<file path="src/rtl/sector_group_sequencer.sv">
// Sector-group LED sequencer: holds the active group index, lights it solid while the
// system is DONE, and flashes the newly selected group after each advance strobe.
module sector_group_sequencer #(
    parameter int         NUM_GROUPS     = 4,
    parameter int         LEDS_PER_GROUP = 4,
    parameter int         BLINK_HALF     = 6250000,
    parameter int         FLASH_TOGGLES  = 6,
    parameter logic [1:0] DONE           = 2'b10
) (
    input  logic                                 clk,
    input  logic                                 reset,
    input  logic [1:0]                           main_state,
    input  logic                                 change_sector_group,
    output logic [$clog2(NUM_GROUPS)-1:0]        group_idx,
    output logic [NUM_GROUPS*LEDS_PER_GROUP-1:0] led,
    output logic                                 group_changed,
    output logic                                 flashing
);

    localparam int GW = $clog2(NUM_GROUPS);
    localparam int LW = NUM_GROUPS * LEDS_PER_GROUP;
    localparam int BW = $clog2(BLINK_HALF) + 1;
    localparam int TW = $clog2(FLASH_TOGGLES) + 1;

    localparam logic [1:0] S_IDLE  = 2'd0;
    localparam logic [1:0] S_SHOW  = 2'd1;
    localparam logic [1:0] S_FLASH = 2'd2;

    logic [1:0]    state_q, state_d;
    logic [GW-1:0] group_q, group_d;
    logic [LW-1:0] led_q, led_d;
    logic          changed_q, changed_d;
    logic          flashing_q, flashing_d;
    logic [BW-1:0] blink_q, blink_d;
    logic [TW-1:0] tog_q, tog_d;
    logic [GW-1:0] next_group;
    logic          in_done;

    // One-hot-per-group LED pattern; constant slice bases keep the decode simple.
    function automatic logic [LW-1:0] group_mask(input logic [GW-1:0] g);
        logic [LW-1:0] m;
        m = '0;
        for (int i = 0; i < NUM_GROUPS; i++) begin
            if (g == GW'(i)) m[i*LEDS_PER_GROUP +: LEDS_PER_GROUP] = '1;
        end
        return m;
    endfunction

    always_comb begin
        // NOTE: every next-state signal gets a default first so no path can infer a latch.
        state_d    = state_q;
        group_d    = group_q;
        led_d      = led_q;
        changed_d  = 1'b0;
        blink_d    = blink_q;
        tog_d      = tog_q;
        in_done    = (main_state == DONE);
        next_group = (group_q == GW'(NUM_GROUPS - 1)) ? '0 : group_q + GW'(1);

        case (state_q)
            S_IDLE: begin
                led_d   = '0;
                blink_d = '0;
                tog_d   = '0;
                if (in_done) begin
                    state_d = S_SHOW;
                    led_d   = group_mask(group_q);
                end
            end
            S_SHOW, S_FLASH: begin
                // Leaving DONE has priority over a coincident strobe.
                if (!in_done) begin
                    state_d = S_IDLE;
                    led_d   = '0;
                    blink_d = '0;
                    tog_d   = '0;
                end else if (change_sector_group) begin
                    state_d   = S_FLASH;
                    group_d   = next_group;
                    changed_d = 1'b1;
                    led_d     = group_mask(next_group);
                    blink_d   = '0;
                    tog_d     = '0;
                end else if (state_q == S_SHOW) begin
                    led_d = group_mask(group_q);
                end else if (blink_q == BW'(BLINK_HALF - 1)) begin
                    blink_d = '0;
                    led_d   = led_q ^ group_mask(group_q);
                    tog_d   = tog_q + TW'(1);
                    if (tog_q == TW'(FLASH_TOGGLES - 1)) begin
                        state_d = S_SHOW;
                        led_d   = group_mask(group_q);
                        tog_d   = '0;
                    end
                end else begin
                    blink_d = blink_q + BW'(1);
                end
            end
            default: begin
                state_d = S_IDLE;
                led_d   = '0;
                blink_d = '0;
                tog_d   = '0;
            end
        endcase

        flashing_d = (state_d == S_FLASH);
    end

    // NOTE: sequential state uses non-blocking assignments so all registers update together.
    always_ff @(posedge clk or negedge reset) begin
        if (!reset) begin
            state_q    <= S_IDLE;
            group_q    <= '0;
            led_q      <= '0;
            changed_q  <= 1'b0;
            flashing_q <= 1'b0;
            blink_q    <= '0;
            tog_q      <= '0;
        end else begin
            state_q    <= state_d;
            group_q    <= group_d;
            led_q      <= led_d;
            changed_q  <= changed_d;
            flashing_q <= flashing_d;
            blink_q    <= blink_d;
            tog_q      <= tog_d;
        end
    end

    assign group_idx     = group_q;
    assign led           = led_q;
    assign group_changed = changed_q;
    assign flashing      = flashing_q;

endmodule

</file>
<file path="config.mk">
export PLATFORM = sky130hd
export DESIGN_NAME = sector_group_sequencer
export DESIGN_NICKNAME = d
export VERILOG_FILES = /design/src/rtl/sector_group_sequencer.sv
export SDC_FILE = /design/constraint.sdc
export NUM_CORES = 1
export LEC_CHECK = 0
export ABC_AREA = 1
export CAP_MARGIN = 20
export CELL_PAD_IN_SITES_DETAIL_PLACEMENT = 0
export CELL_PAD_IN_SITES_GLOBAL_PLACEMENT = 1
export CORE_MARGIN = 8
export CORE_UTILIZATION = 40
export CTS_CLUSTER_SIZE = 14
export DETAILED_ROUTE_END_ITERATION = 8
export PLACE_DENSITY_LB_ADDON = 0.1
export SYNTH_ARGS = -nofsm -noshare
export SYNTH_HDL_FRONTEND = slang
export SYNTH_SLANG_ARGS = --single-unit
</file>
<file path="constraint.sdc">
create_clock -name clk -period 2.97 [get_ports clk]
set_input_delay 0.594 -clock clk [delete_from_list [all_inputs] [get_ports clk]]
set_output_delay 0.594 -clock clk [all_outputs]
set_load 0.03 [all_outputs]
</file>
==> results of run 1 <==
-- Yosys cell counts (2+ instances only) --
library cell  count  area share
ha_1             15       0.056
dfrtp_1          50        0.37
a21oi_1           4      0.0059
clkinv_1          3      0.0033
nor3_1            5      0.0074
inv_2             3      0.0033
nand3_1          45       0.067
buf_6             4       0.013
a31oi_1           3      0.0056
nor3_2            3      0.0089
o21ai_2           6       0.016
buf_4             2      0.0044
nand2_2          20       0.037
nor2_2            7       0.013
xnor2_1           3      0.0078
xor2_1            5       0.013
nand3_4           2       0.010
buf_2             4      0.0059
nor2_4            3       0.010
nand4_1          12       0.022
inv_1            41       0.046
clkbuf_1          4      0.0044
nand2_1         138        0.15
nor2_1           59       0.066
o21ai_0          20       0.030
-- layout by cell type (no fill, tap or decap), types with 5 or more instances in the layout --
cell type / instances
clkdlybuf4s50_1: 23
xor2_1: 5
nand2_1: 138
nor2_2: 7
clkbuf_8: 5
o21ai_0: 20
nand2_2: 20
nand4_1: 12
dfrtp_1: 50
nor2_1: 59
nor3_1: 5
inv_1: 41
nand3_1: 45
ha_1: 15
o21ai_2: 6
-- path summary, 6_finish.rpt --
check | startpoint | to | depth (start not counted)
max | group_idx[0]$_DFFE_PN0P_ | group_idx[0] | 1
min | reset | blink_q[20]$_DFFE_PN0P_ | 2
max reg2reg | state_q[1]$_DFF_PN0_ | led[12]$_DFFE_PN0P_ | 7
min reg2reg | led[13]$_DFFE_PN0P_ | led[13]$_DFFE_PN0P_ | 2
max in group asynchronous | reset | blink_q[17]$_DFFE_PN0P_ | 2
min in group clk | led[13]$_DFFE_PN0P_ | led[13]$_DFFE_PN0P_ | 2
-- worst reg2reg max path: cells and delay by family (launching register included) --
family / cells / cell delay [ns]
fa+ha+maj: 1 / 0.19
flops: 1 / 0.39
simple gates: 3 / 0.59
buf+inv: 3 / 0.80
-- flip-flops by register name (all words and copies together), names as in the netlist --
signal and count:
blink_q 24, flashing 1, group_changed 1, group_idx 2, led 16, state_q 2
tog_q 4
-- cells by family (layout without fill, tap and decap cells) --
group	Yosys count	after routing	share of synthesized area
fa+ha+maj	15	15	0.0555
compound gates	36	36	0.0629
flops	50	50	0.370
simple gates	297	297	0.406
xor+xnor	8	8	0.0207
buf+inv	64	85	0.0847
-- report_power, final --
part	internal [mW]	switching [mW]
logic	0.346	0.661
clock network	0.252	0.237
registers	0.775	0.0985
total	1.37	0.996
-- layer usage --
layer	global-route usage	vias up	wire (um)
met5	0	-	0
met4	0.0377	0	88
met2	0.252	37	3830
li1	-	1523	-
met3	0.0250	8	277
met1	0.177	1342	3700
-- metrics by stage --
step	cell area [um2]	worst slack, ns	hold WS [ns]	total power, mW	utilization
2_1_floorplan	3380	1.31	0.298	1.58	-
3_3_place_gp	3680	0.616	0.488	1.90	0.448
3_5_place_dp	3680	0.582	0.500	1.91	0.448
4_1_cts	3790	0.799	0.259	2.41	0.461
5_1_grt	3790	0.558	0.269	2.56	0.461
6_report	3790	0.871	0.256	2.37	0.461
-- area by class of cell --
| class | instances | area (um2) | share of cell area |
|---|---|---|---|
| multi-input combinational | 356 | 1840 | 0.486 |
| clock inverter | 2 | 37.5 | 0.00991 |
| sequential | 50 | 1250 | 0.330 |
| clock buffer | 6 | 72.6 | 0.0192 |
| timing repair buffer | 28 | 265 | 0.0700 |
| tap | 105 | 131 | 0.0347 |
| inverter | 49 | 188 | 0.0495 |
==> summary.md, run 1 <==
| Metric | Value |
|---|---|
| Die area | `0.0117 mm2` |
| CP max FO | `6` |
| Worst-path cell with the longest stage delay | `clkdlybuf4s50_1` |
| Total GRT Usage | `0.144` |
| Per-cell routed wire length | `13.2 um` |
| Vias in the first global route | `2,887` |
| Slew margin rel. | `0.602` |
| Mapped Cells | `470` |
| Pleak | `1.91 nW` |
| Setup tns final | `0 ns` |
| Reg2Reg Setup Slack | `0.88 ns` |
| Cts bufs inserted | `5` |
| Share of cells above drive strength 1 | `0.124` |
| Average vias per placed instance | `4.88` |
| Crit Path Class | `flip-flop to primary output` |
| Later-pin clock latency in the skew report | `0.31 ns` |
| Final Skew | `0.0116 ns` |
| F_max | `476 MHz` |
| Maxcap violations | `0` |
| Antenna diodes | `0` |
| # IOs | `25` |
| Peak supply drop | `206 uV` |
| Synth Warn # | `0` |
| Hold/Removal Path Class | `input port to asynchronous set/reset pin` |
| Final nets | `510` |
| Die width | `108 um` |
| Port Buffer Count | `24` |
| Status | `complete, no violations` |
| Total Wirelength | `7890 um` |
| Initial Util | `0.411` |
| Number of post-CTS setup repair buffers | `0` |
| Final hold violation count | `0` |
| Clock sinks | `50` |
| Arrival time of the worst setup path | `1.51 ns` |
| Async S/R FF share, synth | `1.00` |
| RSZ-0062 raised after global routing | `false` |
| Delay-heaviest family, CP | `buffers and inverters` |
| Final period util | `0.707` |
| Cell breakdown of the critical path | `clkdlybuf4s50_1` |
| Resized Gates After CTS | `0` |
| H-tree levels | `2` |
| Post-synthesis net count | `490` |
| Cell variety after synth | `34` |
| Least-Margin Pin Slew | `0.593 ns` |
| Chip height | `108 um` |
| Reg clk slew, reported paths | `0.10 ns` |
| Synth Register Bits | `50` |
| HPWL Detailed | `5800 um` |
| Most used DFF post-synth | `dfrtp_1` |
| DRC viols | `0` |
| ANT nets after route | `0` |
| Syn Area/Cell | `7.19 um2` |
| Hold-fix buffers, CTS | `0` |
| Total gr overflow | `0` |
| DR vias | `2,910` |
| Initial DRC count | `84` |
| Synthesized area | `0.00338 mm2` |
| Layout Cells excl Fill | `596` |
| P&R area growth vs syn | `12.1%` |
| Initial antenna violation count | `0` |
| Register area share after synthesis | `0.370` |
| Placed Cells | `588` |
| Layout fillers | `879` |
| First-pass GRT wire length | `13,600 um` |
| Clock buffer depth | `2` |
| Minimum clock period | `2.10 ns` |
| PwrDens | `625 mW/mm2` |
| Crit path capture type | `primary output` |
| Largest net degree at the start of global routing | `29` |
| Worst Setup Start Kind | `flip-flop` |
| Clock root buffer | `clkbuf_8` |
| CP required | `2.38 ns` |
| Rows | `33` |
| CTS tree | `built` |
| Crit-path max cell delay | `0.72 ns` |
| Placer Congestion | `0.811` |
| Pre-antenna DRT Iters | `4` |
| Final count of negative-setup-slack endpoints | `0` |
| Final Max Slew Viols | `0` |
| CP bufs+invs | `1` |
| Core area | `0.00822 mm2` |
| Number of enable flip-flop cells after synthesis | `0` |
No activity file was read; power rests on OpenSTA's default activity.
==> inputs of run 2 (changes only) <==
Settings changed: CORE_UTILIZATION 40 to 39.
Clock period 2.97 ns to 1.7 ns, I/O delays scaled along.
==> run 2 against run 1 <==
Against the previous run: the run now ends with hold timing left; setup slack got worse by 0.80 ns; routed wire length up 9.1%; total power rose by 81%; non-clock buffer count rose by 31; sequential power increased by 75%; clock power rose by 53%; count of clock-buffer cells in the layout up 1; highest routed layer unchanged; critical path type unchanged; register-to-register slack worse by 0.79 ns; critical endpoint is now group_changed; cell area grew 11%.
==> summary.md, run 2 (same netlist as run 1, synthesis figures left out) <==
| Metric | Value |
|---|---|
| Status | `finished, violations left` |
| Failing checks | `hold timing` |
| First-pass GRT wire length | `13,700 um (+1.2%)` |
| Area post-placement | `0.00393 mm2 (+6.8%)` |
| Finished Cell Area | `0.00419 mm2 (+11%)` |
| Initial antenna violation count | `0 (unchanged)` |
| Core area | `0.00855 mm2 (+4.1%)` |
| Largest net degree at the start of global routing | `51 (+76%)` |
| PwrDens | `1020 mW/mm2 (+63%)` |
| Worst Setup Start Kind | `flip-flop` |
| CP bufs+invs | `1 (unchanged)` |
| Per-cell routed wire length | `13.6 um (+2.9%)` |
| Pleak | `2.16 nW (+13%)` |
| Clock buffer depth | `2 (unchanged)` |
| RSZ-0062 raised after global routing | `true` |
| Most frequent cells in the layout | `132 x nand2_1, 56 x nor2_1, 49 x dfrtp_1` |
| Reg clk slew, reported paths | `0.11 ns (about the same)` |
| CTS tree | `built` |
| Setup tns final | `0 ns (unchanged)` |
| Pre-antenna DRT Iters | `4 (unchanged)` |
| Rows | `34 (+3.0%)` |
| Layout fillers | `863 (-1.8%)` |
| Share of cells above drive strength 1 | `0.227 (+0.103)` |
| CP max FO | `1 (-5)` |
| Total Wirelength | `8610 um (+9.1%)` |
| Hold/Removal Path Class | `input port to asynchronous set/reset pin` |
| Clock sinks | `50 (unchanged)` |
| Die width | `109 um (+1.1%)` |
| Antenna diodes | `0 (unchanged)` |
| Total gr overflow | `0 (unchanged)` |
| Minimum clock period | `1.63 ns` |
| HPWL Detailed | `5860 um (+0.97%)` |
| Peak supply drop | `369 uV (+79%)` |
| H-tree levels | `2 (unchanged)` |
| Final hold violation count | `2 (+2)` |
| Final nets | `543 (+6.5%)` |
| Reg with most FFs | `blink_q` |
| Slew margin rel. | `0.687 (+0.0843)` |
| Initial Util | `0.395 (-0.0161)` |
| CP required | `1.36 ns (-1.02 ns)` |
| Crit path capture type | `primary output` |
| Commonest non-fill, non-tap cell in the layout | `nand2_1` |
| Vias in the first global route | `2,936 (+1.7%)` |
| Least-Margin Pin Slew | `0.470 ns (-0.123 ns)` |
| Port Buffer Count | `24 (unchanged)` |
| Arrival time of the worst setup path | `1.29 ns (-0.22 ns)` |
| Final Skew | `0.0180 ns (+0.00644 ns)` |
| Crit Path Class | `flip-flop to primary output` |
| Final period util | `0.961` |
| Maxcap violations | `0 (unchanged)` |
| Delay-heaviest family, CP | `buffers and inverters` |
| Cts bufs inserted | `5 (unchanged)` |
| Final WS setup | `0.0668 ns (-0.804 ns)` |
| Min Hold Slack | `-0.0124 ns (-0.269 ns)` |
| P&R area growth vs syn | `24.0%` |
| Die area | `0.0119 mm2 (+2.2%)` |
| Initial DRC count | `116 (+38%)` |
| Final Max Slew Viols | `0 (unchanged)` |
| Chip height | `109 um (+1.1%)` |
| Average vias per placed instance | `4.83 (-1.0%)` |
| DRC viols | `0 (unchanged)` |
| ANT nets after route | `0 (unchanged)` |
| # IOs | `25 (unchanged)` |
| Crit-path max cell delay | `0.66 ns (-0.06 ns)` |
| Later-pin clock latency in the skew report | `0.31 ns (about the same)` |
| Worst-path cell with the longest stage delay | `clkdlybuf4s50_1` |
| DR vias | `3,055 (+5.0%)` |
| Cell breakdown of the critical path | `clkdlybuf4s50_1` |
| F_max | `612 MHz` |
| Setup WS pre-CTS | `-0.222 ns (-0.804 ns)` |
| Final count of negative-setup-slack endpoints | `0 (unchanged)` |
| Clock root buffer | `clkbuf_8` |
| Largest register FFs | `24 (unchanged)` |
| Final core area utilization | `0.490 (+0.0291)` |
| Hold-fix buffers, CTS | `0 (unchanged)` |
| Total GRT Usage | `0.144 (about the same)` |
| Placer Congestion | `0.888 (+9.5%)` |
-- run 2: worst paths after layout --
path,slack (ns),cells past startpoint,to,startpoint
max,0.07,1,group_changed,group_changed$_DFF_PN0_
min,-0.01,2,blink_q[22]$_DFFE_PN0P_,reset
max reg2reg,0.09,11,blink_q[12]$_DFFE_PN0P_,state_q[1]$_DFF_PN0_
min reg2reg,0.51,2,led[9]$_DFFE_PN0P_,led[9]$_DFFE_PN0P_
max in group asynchronous,1.43,2,state_q[0]$_DFF_PN0_,reset
min in group clk,0.51,2,led[9]$_DFFE_PN0P_,led[9]$_DFFE_PN0P_
-- run 2: layer usage --
| layer | global-route usage | routed length, um | vias up |
|---|---|---|---|
| li1 | - | - | 1603 |
| met1 | 0.175 | 3980 | 1413 |
| met2 | 0.257 | 4320 | 32 |
| met3 | 0.0230 | 232 | 7 |
| met4 | 0.0342 | 76 | 0 |
| met5 | 0 | 0 | - |
-- run 2: layout make-up --
type                       instances  area, um2  area share
sequential                        50       1250       0.299
tap                              108        135      0.0322
multi-input combinational        358       1990       0.476
clock inverter                     1       5.00     0.00119
timing repair buffer              59        526       0.125
clock buffer                       7       86.3      0.0206
inverter                          49        193      0.0460
-- run 2: repair_timing --
action | in CTS | in global routing
gates cloned | 0 | 2
resized for setup | 22 | 35
setup buffers | 0 | 5
endpoints found under the setup margin | 26 | 49
pin swaps | 0 | 19
hold endpoints to repair | 0 | 0
-- run 2: report_power, final --
part | total, mW | internal, mW | switching (mW)
sequential | 1.53 | 1.36 | 0.176
clock | 0.747 | 0.330 | 0.417
combinational | 2.00 | 0.738 | 1.26
total | 4.28 | 2.42 | 1.86
-- run 2: through the flow --
step | hold slack, ns | total power [mW] | instances
3_3_place_gp | 0.355 | 3.50 | 617
4_1_cts | 0.0111 | 4.21 | 625
5_1_grt | 0.0165 | 4.61 | 632
2_1_floorplan | 0.0444 | 2.77 | 470
3_5_place_dp | 0.360 | 3.52 | 617
6_report | -0.0124 | 4.28 | 632
